**config.mk**
```make
export PLATFORM = sky130hd
export DESIGN_NAME = proc_pc_rf
export DESIGN_NICKNAME = d
export VERILOG_FILES = /design/src/rtl/proc_pc_rf.sv
export SDC_FILE = /design/constraint.sdc
export NUM_CORES = 2
export LEC_CHECK = 0
export CORE_MARGIN = 5
export CORE_UTILIZATION = 63
export DETAILED_ROUTE_END_ITERATION = 7
export PLACE_DENSITY_LB_ADDON = 0.08
export RECOVER_POWER = 100
export SLEW_MARGIN = 20
export SYNTH_ARGS = -nofsm -noshare
export SYNTH_HDL_FRONTEND = slang
export SYNTH_SLANG_ARGS = --single-unit
```
**constraint.sdc**
```tcl
create_clock -name clk -period 88.6 [get_ports clk]
set_clock_uncertainty 0.2 [all_clocks]
set_input_delay 8.86 -clock clk [delete_from_list [all_inputs] [get_ports clk]]
set_output_delay 8.86 -clock clk [all_outputs]
set_load 0.01 [all_outputs]
```
**src/rtl/proc_pc_rf.sv**
```systemverilog
// Program counter plus 32 x 64-bit register file with two asynchronous read
// ports and one clocked write port. Reset is active-high despite the nrst name.
module proc_pc_rf #(
  parameter logic [31:0] RESET_PC = 32'h0000_0000,
  parameter int unsigned PC_STEP  = 4
) (
  input  logic        clk,
  input  logic        nrst,
  input  logic [31:0] new_pc,
  input  logic        pc_src,
  output logic [31:0] pc,
  input  logic        reg_write,
  input  logic [4:0]  rs1,
  input  logic [4:0]  rs2,
  input  logic [4:0]  rd,
  input  logic [63:0] wdata,
  output logic [63:0] rdata1,
  output logic [63:0] rdata2
);

  localparam logic [31:0] PC_INC = 32'(PC_STEP);

  logic [31:0] pc_q, pc_d;
  logic [63:0] regs_q [32];
  logic [63:0] regs_d [32];

  always_comb begin
    pc_d = pc_src ? new_pc : pc_q + PC_INC;
  end

  // Entry 0 is never written, so it keeps its reset value of zero.
  always_comb begin
    regs_d = regs_q;
    if (reg_write && (rd != 5'd0)) begin
      regs_d[rd] = wdata;
    end
  end

  always_ff @(posedge clk or posedge nrst) begin
    if (nrst) begin
      pc_q   <= RESET_PC;
      regs_q <= '{default: '0};
    end else begin
      pc_q   <= pc_d;
      regs_q <= regs_d;
    end
  end

  assign pc     = pc_q;
  assign rdata1 = regs_q[rs1];
  assign rdata2 = regs_q[rs2];

endmodule

```
Yosys cells after proc, flatten, opt, wreduce, memory -nomap -nowiden
Index checks and enable logic that the tools add are counted.
{"block": "word_totals", "ff_bits": 2080, "output_inout_bits": 160, "wordCells": 54}
{"block": "op_classes", "n_addsub": 1, "order_cmp": 4, "mux": 10, "reduce_logical": 3, "bitwise_logic": 3}
{"cell": "bitwise mux 2048 bit", "n": 1}
{"cell": "binary-select mux 64 bit (select 5 bit)", "n": 2}
{"cell": "demux 64 bit (select 5 bit)", "n": 1}
{"cell": "2-to-1 mux 64 bit", "n": 5}
{"cell": "adder 32 x 3 -> 32 bit (second input constant)", "n": 1}
{"cell": "2-to-1 mux 32 bit", "n": 1}
{"cell": ">= comparator 6 bit (second input constant)", "n": 3}
{"cell": "inverter 5 -> 6 bit", "n": 3}
{"cell": "< comparator 6 x 1 -> 1 bit (second input constant)", "n": 1}
{"cell": "nonzero test 5 bit", "n": 1}
{"cell": "logical AND 1 bit", "n": 2}

Depth between registers and ports, before layout
{"block": "depth", "depth_word": 6, "mapped_depth": 9}

Worst setup path after synthesis
OpenSTA, ideal clock, no wires.
{"block": "synth_timing", "path_kind": "input to output", "startpoint": "input rs1[0]", "endpoint": "output rdata1[15]", "path_stages": 6, "setup_slack_ns": 69.158, "n_path_buf": 3, "arrival_ns": 10.382, "required_time_ns": 79.540, "path_cell_list": "buf_2 -> buf_2 -> buf_2 -> mux4_2 -> a22oi_1 -> nand4_1"}
{"block": "synth_between", "elab_chain_len": 4}
{"item": "from (decl)", "line": "13", "rtl": "input logic [4:0] rs1,"}
{"item": "inverter 5 -> 6 bit (implied by the code)", "line": "50", "rtl": "assign rdata1 = regs_q[rs1];"}
{"item": "binary-select mux 64 bit (select 5 bit)", "line": "50"}
{"item": "2-to-1 mux 64 bit (implied by the code) (2 in a row)", "line": "50"}
{"item": "to (decl)", "line": "17", "rtl": "output logic [63:0] rdata1,"}
Every way passes these cells. The select of a mux whose other input is x is not followed.

Worst setup path in the final report
{"block": "layout_timing", "startpoint": "input rs1[1]", "endpoint": "output rdata1[49]"}
The elaborated chain is that of the path after synthesis.

==> results.md <==
* Site Rows at 153
* Clk Latency, worst-skew pair at 0.86 ns
* Vias in the first global route at 77000
* DRT Pass-1 Iters at 6
* Path type of the worst setup path: in2out
* PwrDens at 23.08 mW/mm^2
* Mapped Nets at 8046
* Worst reg-to-reg path cell count at 4
* Die area at 0.1835 sq mm
* Hold_sp: regs_q[2030]
* P_leak at 0.05322 uW
* Sequential fraction of the synthesis area at 47.21%
* Final Hold Viols at 0
* Slowest stage cell, crit path: clkbuf_1
* Longest Clk Path Bufs at 3
* Nets at 7838
* Grt ovf at 0
* CP Cell Sequence: clkbuf_1 -> clkbuf_1 -> clkbuf_1 -> clkbuf_1 -> mux2i_1 -> a22oi_1 -> nand3_1 -> nand4_1 -> dlygate4sd3_1
* Clock-pin slew on the worst setup and hold paths at 0.06 ns
* Outcome: finished, violations left
* Post-synth EDFFs at 0
* Remaining DRCs at 0
* Max stage delay on crit path at 6.75 ns
* NetSw at 777.3 uW
* Fillers at 12300
* Top-level I/O count at 275
* Storage cell area at 0.05205 sq mm
* Worst r2r src: pc[16]
* Initial antenna violation count at 40
* Commonest non-fill, non-tap cell in the layout: dfrtp_1
* Synthesized area per cell at 13.90 sq um
* Sequential power share at 46.0%
* RSZ-0062 raised after global routing: false
* Area Overhead vs Synth at 8.943%
* Post-Route WL at 383000 microns
* Pin count of the biggest net entering global routing at 180
* Cells on Worst Hold Path at 0
* Syn. warnings at 0
* Setup tns final at 0 ns
* Max Transition Viols Final at 5158
* DR iter-0 viols at 9513
* Crit path buf inv count at 5
* Wire length per cell at 37.37 microns
* Worst Path Required at 79.54 ns
* Power Total at 2772 uW
* Global-route wire length before repair at 552300 microns
* Layout cells sized above 1 at 37.84%
* Total number of vias at 76590
* Post-CTS resize count at 0
* Port buffer count at 274
* Clock power share at 33.9%
* # H-tree levels at 4
* CP delay by family, top: buffers and inverters
* GPL Wtd Cong at 0.8893
* Worst IR drop on VDD at 21.24 uV
* Asr flop ratio synth at 100.0%
* Internal Power at 1994 uW
* Starting Density at 63.35%
* Max-cap violations at 119
* Slew @ Worst Pin at 10.15 ns
* Cts hold-fix bufs at 0
* Area of the multi-input gates at 0.05400 sq mm
* Drt via density at 7.474
* CP Launch Type: primary input
* Commonest cells after routing, fill and taps aside: dfrtp_1 (2080), mux2_2 (1946), mux2i_1 (920), a22oi_1 (579), mux4_2 (568)
* Die Height at 428.3 microns
* Combinational cell fraction of total power at 20.1%
* GRT Util Overall at 41.08%
* Period utilisation layout at 42.55%
* Min Tclk post-route at 37.70 ns
* Most frequent cell on the critical path: clkbuf_1
* Post-synth top area share at 47.21%
* CORE AREA at 0.1740 sq mm
* Setup bufs post-CTS at 0
* Yosys cell types at 58
* Slew headroom at -576.5%
* Fmax at 26.53 MHz
* Arrival time worst endpoint at 28.64 ns
* TritonCTS buffer count at 215
* Sw Ratio at 28.04%
* CTS tree: yes
* Root buffer cell: clkbuf_16
* Post-synthesis register bit count at 2080
* Critical path capture point type: primary output
* Reg2Reg Capture Point: pc[30]
* Detailed placer's ending HPWL at 209900 microns
* Die width at 428.3 microns
* Setup slack, reg-to-reg at 86.32 ns
* Antenna Nets Post-Route at 0
* Synthesized area at 0.1102 sq mm
* Ranking of synthesized cells by area: dfrtp_1 (47%), mux2_2 (20%), mux4_2 (12%), mux2i_1 (8.4%), a22oi_1 (3.9%)
* Post-Syn Instances at 7930
* Clock Sinks at 2080
* Dominant cell type by area after synthesis: dfrtp_1
* Worst hold path type: reg2reg
* Worst Hold End: regs_q[2030]
* Violated checks: max-capacitance violations, max-slew violations
* CP Max Fanout at 132
* Main synth FF type: dfrtp_1
* Setup violators final at 0
## worst max path at each step
stage / startpoint / slack [ns] / endpoint / depth (start not counted)
2_1_floorplan: nrst / 20.78 / pc[0] / 1
3_3_place_gp: rs1[0] / 65.33 / rdata1[49] / 9
3_5_place_dp: rs1[0] / 65.30 / rdata1[49] / 9
4_1_cts: rs1[0] / 65.30 / rdata1[49] / 9
5_1_grt: rs1[1] / 50.37 / rdata1[49] / 9
6_report: rs1[1] / 50.90 / rdata1[49] / 9
## logic make-up after synthesis
family / synth area share, %
DFF: 47.21
adders and majority gates: 0.01135
and+or+nand+nor: 3.289
xor gates and xnor gates: 0.1033
buffers and inverters: 3.884
AOI/OAI and AO/OA: 5.227
muxes: 40.27
## per-stage QoR
| stage | setup WS (ns) | hold WS, ns | std cells | area (sq um) | util (%) |
|---|---|---|---|---|---|
| after floorplan | 20.78 | 0.2413 | 7930 | 110200 | - |
| after global placement | 65.33 | 0.1813 | 9825 | 113500 | 65.21 |
| after detailed placement | 65.30 | 0.1852 | 9828 | 113500 | 65.24 |
| after CTS | 65.30 | 0.1981 | 10220 | 120800 | 69.43 |
| after global routing | 50.37 | 0.2046 | 10240 | 120100 | 69.00 |
| final | 50.90 | 0.1996 | 10250 | 120100 | 69.02 |
## final cells by class
| class | instances | area share (%) |
|---|---|---|
| Sequential cell | 2080 | 43.34 |
| Tap cell | 2325 | 2.422 |
| Timing Repair Buffer | 450 | 3.125 |
| Antenna cell | 26 | 0.05417 |
| Multi-Input combinational cell | 4964 | 44.96 |
| Inverter | 11 | 0.03542 |
| Clock buffer | 337 | 5.459 |
| Clock inverter | 55 | 0.6053 |
## flip-flops by register name, indices dropped and copies added (netlist names)
name	cells
regs_q	2048
pc	32
## metal layers
| layer | GRT usage (%) | vias up | share of wire (%) |
|---|---|---|---|
| li1 | - | 29910 | - |
| met1 | 54.25 | 40520 | 37 |
| met2 | 61.01 | 4840 | 45 |
| met3 | 11.28 | 1301 | 11 |
| met4 | 25.12 | 20 | 7.2 |
| met5 | 0.4944 | - | 0.066 |
## power groups by stage
stage	clock network (uW)	logic (uW)	registers, uW
finish	939	557	1280
global route	984	593	1290
CTS	945	550	1270
detailed placement	0	547	1280
global placement	0	533	1270
floorplan	0	415	1240
## cells in the mapped netlist (5+ instances only)
| library cell | count |
|---|---|
| a21oi_1 | 100 |
| a221o_1 | 8 |
| a22o_1 | 20 |
| a22oi_1 | 579 |
| a311o_1 | 6 |
| a31oi_1 | 30 |
| and2_1 | 15 |
| and3_1 | 11 |
| buf_1 | 30 |
| buf_2 | 342 |
| buf_4 | 56 |
| buf_6 | 42 |
| clkbuf_1 | 403 |
| dfrtp_1 | 2080 |
| inv_1 | 10 |
| mux2_1 | 42 |
| mux2_2 | 1947 |
| mux2i_1 | 920 |
| mux4_2 | 568 |
| nand2_1 | 138 |
| nand2_2 | 6 |
| nand2b_1 | 9 |
| nand3_1 | 227 |
| nand4_1 | 132 |
| nor2_1 | 38 |
| nor2_2 | 10 |
| nor2b_1 | 20 |
| nor3_1 | 11 |
| o21ai_0 | 18 |
| o22ai_1 | 22 |
| o32ai_1 | 8 |
| or3_1 | 5 |
| or4_1 | 7 |
| xnor2_1 | 9 |
No activity file was read; power rests on OpenSTA's default activity.
